[config.mk]
export PLATFORM = sky130hd
export DESIGN_NAME = ghost_walker_flat
export DESIGN_NICKNAME = d
export VERILOG_FILES = /design/src/rtl/pacman_pkg.sv /design/src/rtl/ghost_walker_if.sv /design/src/rtl/ghost_step_calc.sv /design/src/rtl/ghost_walker.sv /design/src/flat_wrapper.sv
export SDC_FILE = /design/constraint.sdc
export NUM_CORES = 1
export LEC_CHECK = 0
export ABC_CLOCK_PERIOD_IN_PS = 2700
export BUFFER_PORTS_ARGS = -buffer_cell sky130_fd_sc_hd__buf_4
export CAP_MARGIN = 5
export CORE_AREA = 2 2 80 82
export CTS_CLUSTER_DIAMETER = 150
export CTS_CLUSTER_SIZE = 30
export DETAILED_ROUTE_END_ITERATION = 10
export DIE_AREA = 0 0 82 84
export PLACE_DENSITY_LB_ADDON = 0.2
export SLEW_MARGIN = 20
export SYNTH_ARGS = -nofsm -noshare
export SYNTH_HDL_FRONTEND = slang
export SYNTH_SLANG_ARGS = --single-unit
[constraint.sdc]
create_clock -name i_clk -period 2.7 [get_ports i_clk]
set_input_delay 0.27 -clock i_clk [delete_from_list [all_inputs] [get_ports i_clk]]
set_output_delay 0.27 -clock i_clk [all_outputs]
set_load 0.005 [all_outputs]
[src/rtl/pacman_pkg.sv]
// Shared maze-game types: headings, turn codes, map size defaults, FSM states.
// Heading helpers (clockwise, counter-clockwise, reverse) and the turn-biased candidate order.
// Pure declarations and functions; no state.
package pacman_pkg;

  typedef enum logic [3:0] {
    DIR_NONE  = 4'd0,
    DIR_UP    = 4'd1,
    DIR_RIGHT = 4'd2,
    DIR_DOWN  = 4'd3,
    DIR_LEFT  = 4'd4
  } dir_t;

  localparam logic [3:0] TURN_LEFT     = 4'd1;
  localparam logic [3:0] TURN_STRAIGHT = 4'd2;
  localparam logic [3:0] TURN_RIGHT    = 4'd3;

  localparam int MAP_W_DEF = 28;
  localparam int MAP_H_DEF = 31;

  typedef enum logic [2:0] {
    ST_IDLE,
    ST_PICK,
    ST_QUERY,
    ST_MOVE,
    ST_STUCK
  } walk_state_t;

  function automatic dir_t turn_cw(dir_t d);
    case (d)
      DIR_UP:    return DIR_RIGHT;
      DIR_RIGHT: return DIR_DOWN;
      DIR_DOWN:  return DIR_LEFT;
      DIR_LEFT:  return DIR_UP;
      default:   return DIR_NONE;
    endcase
  endfunction

  function automatic dir_t turn_ccw(dir_t d);
    case (d)
      DIR_UP:    return DIR_LEFT;
      DIR_RIGHT: return DIR_UP;
      DIR_DOWN:  return DIR_RIGHT;
      DIR_LEFT:  return DIR_DOWN;
      default:   return DIR_NONE;
    endcase
  endfunction

  function automatic dir_t reverse(dir_t d);
    case (d)
      DIR_UP:    return DIR_DOWN;
      DIR_RIGHT: return DIR_LEFT;
      DIR_DOWN:  return DIR_UP;
      DIR_LEFT:  return DIR_RIGHT;
      default:   return DIR_NONE;
    endcase
  endfunction

  // Candidate heading for attempt k; reverse is always the last resort and
  // unknown turn codes fall back to the straight-first order.
  function automatic dir_t cand_dir(dir_t cur, logic [3:0] turn, logic [1:0] k);
    dir_t l;
    dir_t r;
    dir_t b;
    l = turn_ccw(cur);
    r = turn_cw(cur);
    b = reverse(cur);
    case (turn)
      TURN_LEFT: begin
        case (k)
          2'd0:    return l;
          2'd1:    return cur;
          2'd2:    return r;
          default: return b;
        endcase
      end
      TURN_RIGHT: begin
        case (k)
          2'd0:    return r;
          2'd1:    return cur;
          2'd2:    return l;
          default: return b;
        endcase
      end
      default: begin
        case (k)
          2'd0:    return cur;
          2'd1:    return l;
          2'd2:    return r;
          default: return b;
        endcase
      end
    endcase
  endfunction

endpackage

[src/rtl/ghost_walker_if.sv]
// Wall-map query channel: walker raises a tile query, the map answers with ack + wall flag.
// Query coordinates are held stable by the master while the request is up.
// Master = ghost walker, slave = wall map.
interface ghost_walker_if #(
  parameter int X_W = 5,
  parameter int Y_W = 5
);
  logic           o_wall_req;
  logic [X_W-1:0] o_wall_x;
  logic [Y_W-1:0] o_wall_y;
  logic           i_wall_ack;
  logic           i_wall_is_wall;

  modport master (
    output o_wall_req, o_wall_x, o_wall_y,
    input  i_wall_ack, i_wall_is_wall
  );

  modport slave (
    input  o_wall_req, o_wall_x, o_wall_y,
    output i_wall_ack, i_wall_is_wall
  );
endinterface

[src/rtl/ghost_step_calc.sv]
// Neighbour tile of (x, y) in heading dir; x wraps through the side tunnel, y does not.
// Purely combinational, zero latency.
// No handshake; out_of_bounds flags a step off the top or bottom edge.
module ghost_step_calc
  import pacman_pkg::*;
#(
  parameter int MAP_W = MAP_W_DEF,
  parameter int MAP_H = MAP_H_DEF,
  parameter int X_W   = 5,
  parameter int Y_W   = 5
) (
  input  logic [X_W-1:0] x,
  input  logic [Y_W-1:0] y,
  input  dir_t           dir,
  output logic [X_W-1:0] nx,
  output logic [Y_W-1:0] ny,
  output logic           out_of_bounds
);

  // One-tile step with horizontal wrap and vertical clamp detection
  always_comb begin
    nx            = x;
    ny            = y;
    out_of_bounds = 1'b0;
    case (dir)
      DIR_UP: begin
        if (y == '0) out_of_bounds = 1'b1;
        else         ny = y - 1'b1;
      end
      DIR_DOWN: begin
        if (y == Y_W'(MAP_H - 1)) out_of_bounds = 1'b1;
        else                      ny = y + 1'b1;
      end
      DIR_LEFT:  nx = (x == '0) ? X_W'(MAP_W - 1) : x - 1'b1;
      DIR_RIGHT: nx = (x == X_W'(MAP_W - 1)) ? '0 : x + 1'b1;
      default: ;
    endcase
  end

endmodule

[src/rtl/ghost_walker.sv]
// Steps one ghost a tile per accepted move tick, trying turn-biased candidates against the wall map.
// Tick at T -> first query at T+1; ack at T+1 -> o_moved and new position at T+2; up to 4 queries.
// Queries wait indefinitely for ack; ticks arriving while busy are dropped.
module ghost_walker
  import pacman_pkg::*;
#(
  parameter int   MAP_W     = MAP_W_DEF,
  parameter int   MAP_H     = MAP_H_DEF,
  parameter int   X_W       = 5,
  parameter int   Y_W       = 5,
  parameter int   START_X   = 13,
  parameter int   START_Y   = 11,
  parameter dir_t START_DIR = DIR_LEFT
) (
  input  logic           i_clk,
  input  logic           i_rst_n,
  input  logic           i_tick,
  input  logic           i_enable,
  input  logic [3:0]     i_random_move,
  ghost_walker_if.master wall,
  output logic [X_W-1:0] o_ghost_x,
  output logic [Y_W-1:0] o_ghost_y,
  output dir_t           o_ghost_dir,
  output logic           o_moved,
  output logic           o_stuck,
  output logic           o_busy
);

  walk_state_t    state_q, state_d;
  logic [1:0]     k_q, k_d;
  logic [3:0]     turn_q, turn_d;
  logic [X_W-1:0] x_q, wall_x_q, nx;
  logic [Y_W-1:0] y_q, wall_y_q, ny;
  dir_t           dir_q, cand;
  logic [3:0]     turn_sel;
  logic [1:0]     k_sel;
  logic           blocked, load_target, commit;

  // In IDLE the first candidate is evaluated straight from the live turn code so
  // the first query can go out in the cycle after the tick.
  always_comb begin
    turn_sel = turn_q;
    k_sel    = k_q;
    if (state_q == ST_IDLE) begin
      turn_sel = i_random_move;
      k_sel    = 2'd0;
    end
    cand = cand_dir(dir_q, turn_sel, k_sel);
  end

  ghost_step_calc #(
    .MAP_W (MAP_W),
    .MAP_H (MAP_H),
    .X_W   (X_W),
    .Y_W   (Y_W)
  ) u_step (
    .x             (x_q),
    .y             (y_q),
    .dir           (cand),
    .nx            (nx),
    .ny            (ny),
    .out_of_bounds (blocked)
  );

  // Next-state logic: candidate search over up to four attempts
  always_comb begin
    state_d     = state_q;
    k_d         = k_q;
    turn_d      = turn_q;
    load_target = 1'b0;
    commit      = 1'b0;
    case (state_q)
      ST_IDLE: begin
        if (i_tick && i_enable) begin
          turn_d = i_random_move;
          k_d    = 2'd0;
          if (blocked) begin
            k_d     = 2'd1;
            state_d = ST_PICK;
          end else begin
            load_target = 1'b1;
            state_d     = ST_QUERY;
          end
        end
      end
      ST_PICK: begin
        if (blocked) begin
          if (k_q == 2'd3) state_d = ST_STUCK;
          else             k_d = k_q + 2'd1;
        end else begin
          load_target = 1'b1;
          state_d     = ST_QUERY;
        end
      end
      ST_QUERY: begin
        if (wall.i_wall_ack) begin
          if (!wall.i_wall_is_wall) begin
            commit  = 1'b1;
            state_d = ST_MOVE;
          end else if (k_q == 2'd3) begin
            state_d = ST_STUCK;
          end else begin
            k_d     = k_q + 2'd1;
            state_d = ST_PICK;
          end
        end
      end
      ST_MOVE:  state_d = ST_IDLE;
      ST_STUCK: state_d = ST_IDLE;
      default:  state_d = ST_IDLE;
    endcase
  end

  // FSM state, attempt counter and latched turn code
  always_ff @(posedge i_clk or negedge i_rst_n) begin
    if (!i_rst_n) begin
      state_q <= ST_IDLE;
      k_q     <= 2'd0;
      turn_q  <= TURN_STRAIGHT;
    end else begin
      state_q <= state_d;
      k_q     <= k_d;
      turn_q  <= turn_d;
    end
  end

  // Query coordinates are only reloaded on entry to QUERY, so they hold while req is up
  always_ff @(posedge i_clk or negedge i_rst_n) begin
    if (!i_rst_n) begin
      wall_x_q <= '0;
      wall_y_q <= '0;
    end else if (load_target) begin
      wall_x_q <= nx;
      wall_y_q <= ny;
    end
  end

  // Position commits on the open-tile ack so it is already visible during the o_moved cycle
  always_ff @(posedge i_clk or negedge i_rst_n) begin
    if (!i_rst_n) begin
      x_q   <= X_W'(START_X);
      y_q   <= Y_W'(START_Y);
      dir_q <= START_DIR;
    end else if (commit) begin
      x_q   <= wall_x_q;
      y_q   <= wall_y_q;
      dir_q <= cand;
    end
  end

  assign wall.o_wall_req = (state_q == ST_QUERY);
  assign wall.o_wall_x   = wall_x_q;
  assign wall.o_wall_y   = wall_y_q;
  assign o_ghost_x       = x_q;
  assign o_ghost_y       = y_q;
  assign o_ghost_dir     = dir_q;
  assign o_moved         = (state_q == ST_MOVE);
  assign o_stuck         = (state_q == ST_STUCK);
  assign o_busy          = (state_q != ST_IDLE);

endmodule
[src/flat_wrapper.sv]
// flat-port wrapper written by rule: the top's interface ports become plain ports
module ghost_walker_flat import pacman_pkg::*;
#(
  parameter int   MAP_W     = MAP_W_DEF,
  parameter int   MAP_H     = MAP_H_DEF,
  parameter int   X_W       = 5,
  parameter int   Y_W       = 5,
  parameter int   START_X   = 13,
  parameter int   START_Y   = 11,
  parameter dir_t START_DIR = DIR_LEFT
)
  (i_clk, i_rst_n, i_tick, i_enable, i_random_move, o_ghost_x, o_ghost_y, o_ghost_dir, o_moved, o_stuck, o_busy, wall_o_wall_req, wall_o_wall_x, wall_o_wall_y, wall_i_wall_ack, wall_i_wall_is_wall);
  ghost_walker_if #(.X_W(X_W), .Y_W(Y_W)) wall_i ();
  input  logic i_clk;
  input  logic i_rst_n;
  input  logic i_tick;
  input  logic i_enable;
  input  logic [3:0] i_random_move;
  output logic [X_W-1:0] o_ghost_x;
  output logic [Y_W-1:0] o_ghost_y;
  output dir_t o_ghost_dir;
  output logic o_moved;
  output logic o_stuck;
  output logic o_busy;
  output wire logic [$bits(wall_i.o_wall_req)-1:0] wall_o_wall_req;
  output wire logic [$bits(wall_i.o_wall_x)-1:0] wall_o_wall_x;
  output wire logic [$bits(wall_i.o_wall_y)-1:0] wall_o_wall_y;
  input wire logic [$bits(wall_i.i_wall_ack)-1:0] wall_i_wall_ack;
  input wire logic [$bits(wall_i.i_wall_is_wall)-1:0] wall_i_wall_is_wall;
  assign wall_o_wall_req = wall_i.o_wall_req;
  assign wall_o_wall_x = wall_i.o_wall_x;
  assign wall_o_wall_y = wall_i.o_wall_y;
  assign wall_i.i_wall_ack = wall_i_wall_ack;
  assign wall_i.i_wall_is_wall = wall_i_wall_is_wall;
  ghost_walker #(.MAP_W(MAP_W), .MAP_H(MAP_H), .X_W(X_W), .Y_W(Y_W), .START_X(START_X), .START_Y(START_Y), .START_DIR(START_DIR)) u_core (.i_clk(i_clk), .i_rst_n(i_rst_n), .i_tick(i_tick), .i_enable(i_enable), .i_random_move(i_random_move), .wall(wall_i), .o_ghost_x(o_ghost_x), .o_ghost_y(o_ghost_y), .o_ghost_dir(o_ghost_dir), .o_moved(o_moved), .o_stuck(o_stuck), .o_busy(o_busy));
endmodule
==> impl_metrics.tcl <==
set metrics [dict create \
    hp-class "primary input to register" \
    drv_slew 0 \
    grt_pass1_wl_um 12100 \
    cts_buffer_depth 2 \
    drive_gt1_share_pct 40.7 \
    dpl.hpwl_um 5200 \
    fmax_mhz 369 \
    crit_end "u_core.wall.o_wall_x[2]$_DFFE_PN0P_" \
    chipHeight_um 84 \
    ys_seq_elements 33 \
    finalPower_w 0.00536 \
    yosysSeqAreaShare_pct 32.0 \
    diodes 0 \
    cts_tree "built" \
    fin_crit_sh_pct 100 \
    synthFlopType "dfrtp_1" \
    grt_max_degree 34 \
    setup_ws_ns -0.0124 \
    slew_headroom_pct 16.0 \
    r2r_setup_slack_ns -0.01 \
    yosysUniqueCellTypes 69 \
    rr_endpoint "u_core.wall.o_wall_x[2]$_DFFE_PN0P_" \
    syn_area_um2 2610 \
    grt_usage_pct 22.3 \
    critical_path_class "register to register" \
    ff2ff_path_depth 10 \
    multiInputGateArea_um2 1740 \
    antenna_found_initial 0 \
    slowest_delay_ns 0.50 \
    rsz0062_at_grt "true" \
    avgViaCountPerCell 5.90 \
    hold_violations 0 \
    tns_ns -0.0124 \
    synth_area_leaders "dfrtp_1 (24%), dfstp_2 (8.1%), mux2_2 (6.0%)" \
    clock_latency_ns 0.28 \
    cts.clk_slew.worst_paths_ns 0.07 \
    cap_violations 0 \
    avgSynthCellArea_um2 8.78 \
    fill_cells 528 \
    synth_cells 297 \
    cp-startpoint "u_core.state_q[0]$_DFFE_PN0P_" \
    whs_ns 0.236 \
    start_kind "register" \
    vias 2672 \
    crit_chain "or4b_4 -> and3_4 -> a222oi_1 -> buf_4 -> a21oi_2 -> nor3_4 -> buf_12 -> nand3_1 -> a311oi_2 -> a2bb2oi_1" \
    drt_wl_total_um 7590 \
    cts.sinks 33 \
    status "finished, violations left" \
    wl_per_cell_um 16.8 \
    min_period_ns 2.71 \
    fp.dieArea_um2 6890 \
    yosys_warnings 0 \
    ant_nets 0 \
    cp.arrival_ns 2.87 \
    synth_top_area_share_pct 24.0 \
    cts_buffers 5 \
    die_x_um 82 \
    violations "setup timing" \
    cpMaxStageDelayCell "or4b_4" \
    layout_common_cells "buf_4 (85), dfrtp_1 (23), nand2_1 (21)" \
    end_kind "register" \
    r2r-start "u_core.state_q[0]$_DFFE_PN0P_" \
    critical_path_required_ns 2.86 \
    area_delta_synth_final_pct 35.7 \
    layout.nets 391 \
    dpl_cell_area_um2 3190 \
    drtIter0Drc 152 \
    final_common_cell "buf_4" \
    core_area_um2 6100 \
    cts_root_buffer "clkbuf_8" \
    path_max_fanout 6 \
    synth_nets 313 \
    final_area_um2 3540 \
    tightest_slew_ns 1.25 \
    async_flop_share_pct 100 \
    drc 0 \
    vdd_drop_max_v 0.000807 \
    finClkSkew_ns 0.00991 \
    cts_max_level 2 \
    firstDrtPassIters 5 \
    final_core_util_pct 58.1 \
    initial_core_util_pct 42.8 \
    synth_edf_count 0 \
    final-setup-viol-count 1 \
    rows 29 \
    cellPowerDensity_nw_per_um2 1510 \
    io-pin-count 38 \
    grt_pass1_vias 2517 \
    gpl.final_weighted_congestion 0.954 \
    portBuffers 37 \
    leakage_nw 1.52 \
    seqCellArea_um2 838 \
    grt-ovfl-total 0 \
    synth_top_cell_by_area "dfrtp_1" \
]
-- final cells by class --
class                           instances  share of cell area, %
Sequential cell                        33                   23.7
Inverter                               16                   1.70
Multi-Input combinational cell        229                   49.1
Tap cell                               77                   2.72
Clock buffer                            8                   2.55
Timing Repair Buffer                   90                   20.2
-- metrics by stage --
stage | std cells | setup slack (ns)
4_1_cts | 445 | 0.00189
6_report | 453 | -0.0124
2_1_floorplan | 297 | 0.00607
3_3_place_gp | 432 | -0.0542
5_1_grt | 453 | -0.103
3_5_place_dp | 432 | -0.110
-- timing repair --
action,CTS,global route
gates cloned,0,1
pin swaps,3,12
hold buffers,1,0
gates resized for setup,5,29
setup endpoints to repair,8,14
endpoints found under the hold margin,25,0
buffers inserted,4,7
-- cells by family (layout without fill, tap and decap cells) --
kind of cell | Yosys count | count (layout) | synth area share [%]
AO/OA/AOI/OAI | 103 | 103 | 27.2
AND/OR/NAND/NOR | 92 | 92 | 20.2
buffers and inverters | 35 | 114 | 6.19
flip-flops | 33 | 33 | 32.0
multiplexers | 21 | 21 | 9.11
XOR/XNOR | 7 | 7 | 2.35
adder cells (fa/ha/maj) | 6 | 6 | 2.88
-- power by group --
group / leakage (nW) / total, W / internal [W] / switching (W)
Combinational: 1.09 / 0.00390 / 0.00198 / 0.00192
Sequential: 0.385 / 0.00107 / 0.000765 / 0.000305
Clock: 0.0455 / 0.000390 / 0.000208 / 0.000182
Total: 1.52 / 0.00536 / 0.00295 / 0.00240
-- metal layers --
metal  track usage, %  wire [um]
met1             30.0       3300
met2             36.5       3720
met3             3.79        487
met4             6.21         87
met5                0          0
-- Yosys cell counts (all sizes together) (3+ instances only) --
master    n
dfrtp    25
o21ai    23
nand2    22
a21oi    17
inv      16
mux2     16
nor2     16
nor3     12
clkbuf   10
buf       9
o22ai     9
dfstp     8
nand3     8
nor3b     7
ha        6
o21a      6
mux2i     5
nand4     5
o31ai     5
xnor2     5
a21o      4
and3      4
nand2b    4
a211oi    3
a2bb2oi   3
a31oi     3
a41oi     3
o311ai    3
o32a      3
-- sequential cells by signal (all words and copies together), names as in the netlist --
register / flops
u_core.o_ghost_y: 5
u_core.wall.o_wall_x: 5
u_core.o_ghost_x: 5
u_core.turn_q: 4
u_core.o_ghost_dir: 4
u_core.k_q: 2
u_core.wall.o_wall_y: 5
u_core.state_q: 3
-- worst min-delay path by stage --
stage | start | end | cells after the start
after floorplan | i_rst_n | u_core.k_q[0]$_DFFE_PN0P_ | 0
after global placement | i_rst_n | u_core.k_q[0]$_DFFE_PN0P_ | 1
after detailed placement | i_rst_n | u_core.k_q[0]$_DFFE_PN0P_ | 1
after CTS | i_random_move[1] | u_core.turn_q[1]$_DFFE_PN1P_ | 2
after global routing | i_random_move[1] | u_core.turn_q[1]$_DFFE_PN1P_ | 2
final | i_random_move[1] | u_core.turn_q[1]$_DFFE_PN1P_ | 2
-- critical path: cells and delay by family, from the launching register on --
family / cells / cell delay [ns]
AO/OA/AOI/OAI: 4 / 0.74
flip-flops: 1 / 0.46
buffers and inverters: 2 / 0.34
AND/OR/NAND/NOR: 4 / 1.05
(Power assumes the default switching activity.)
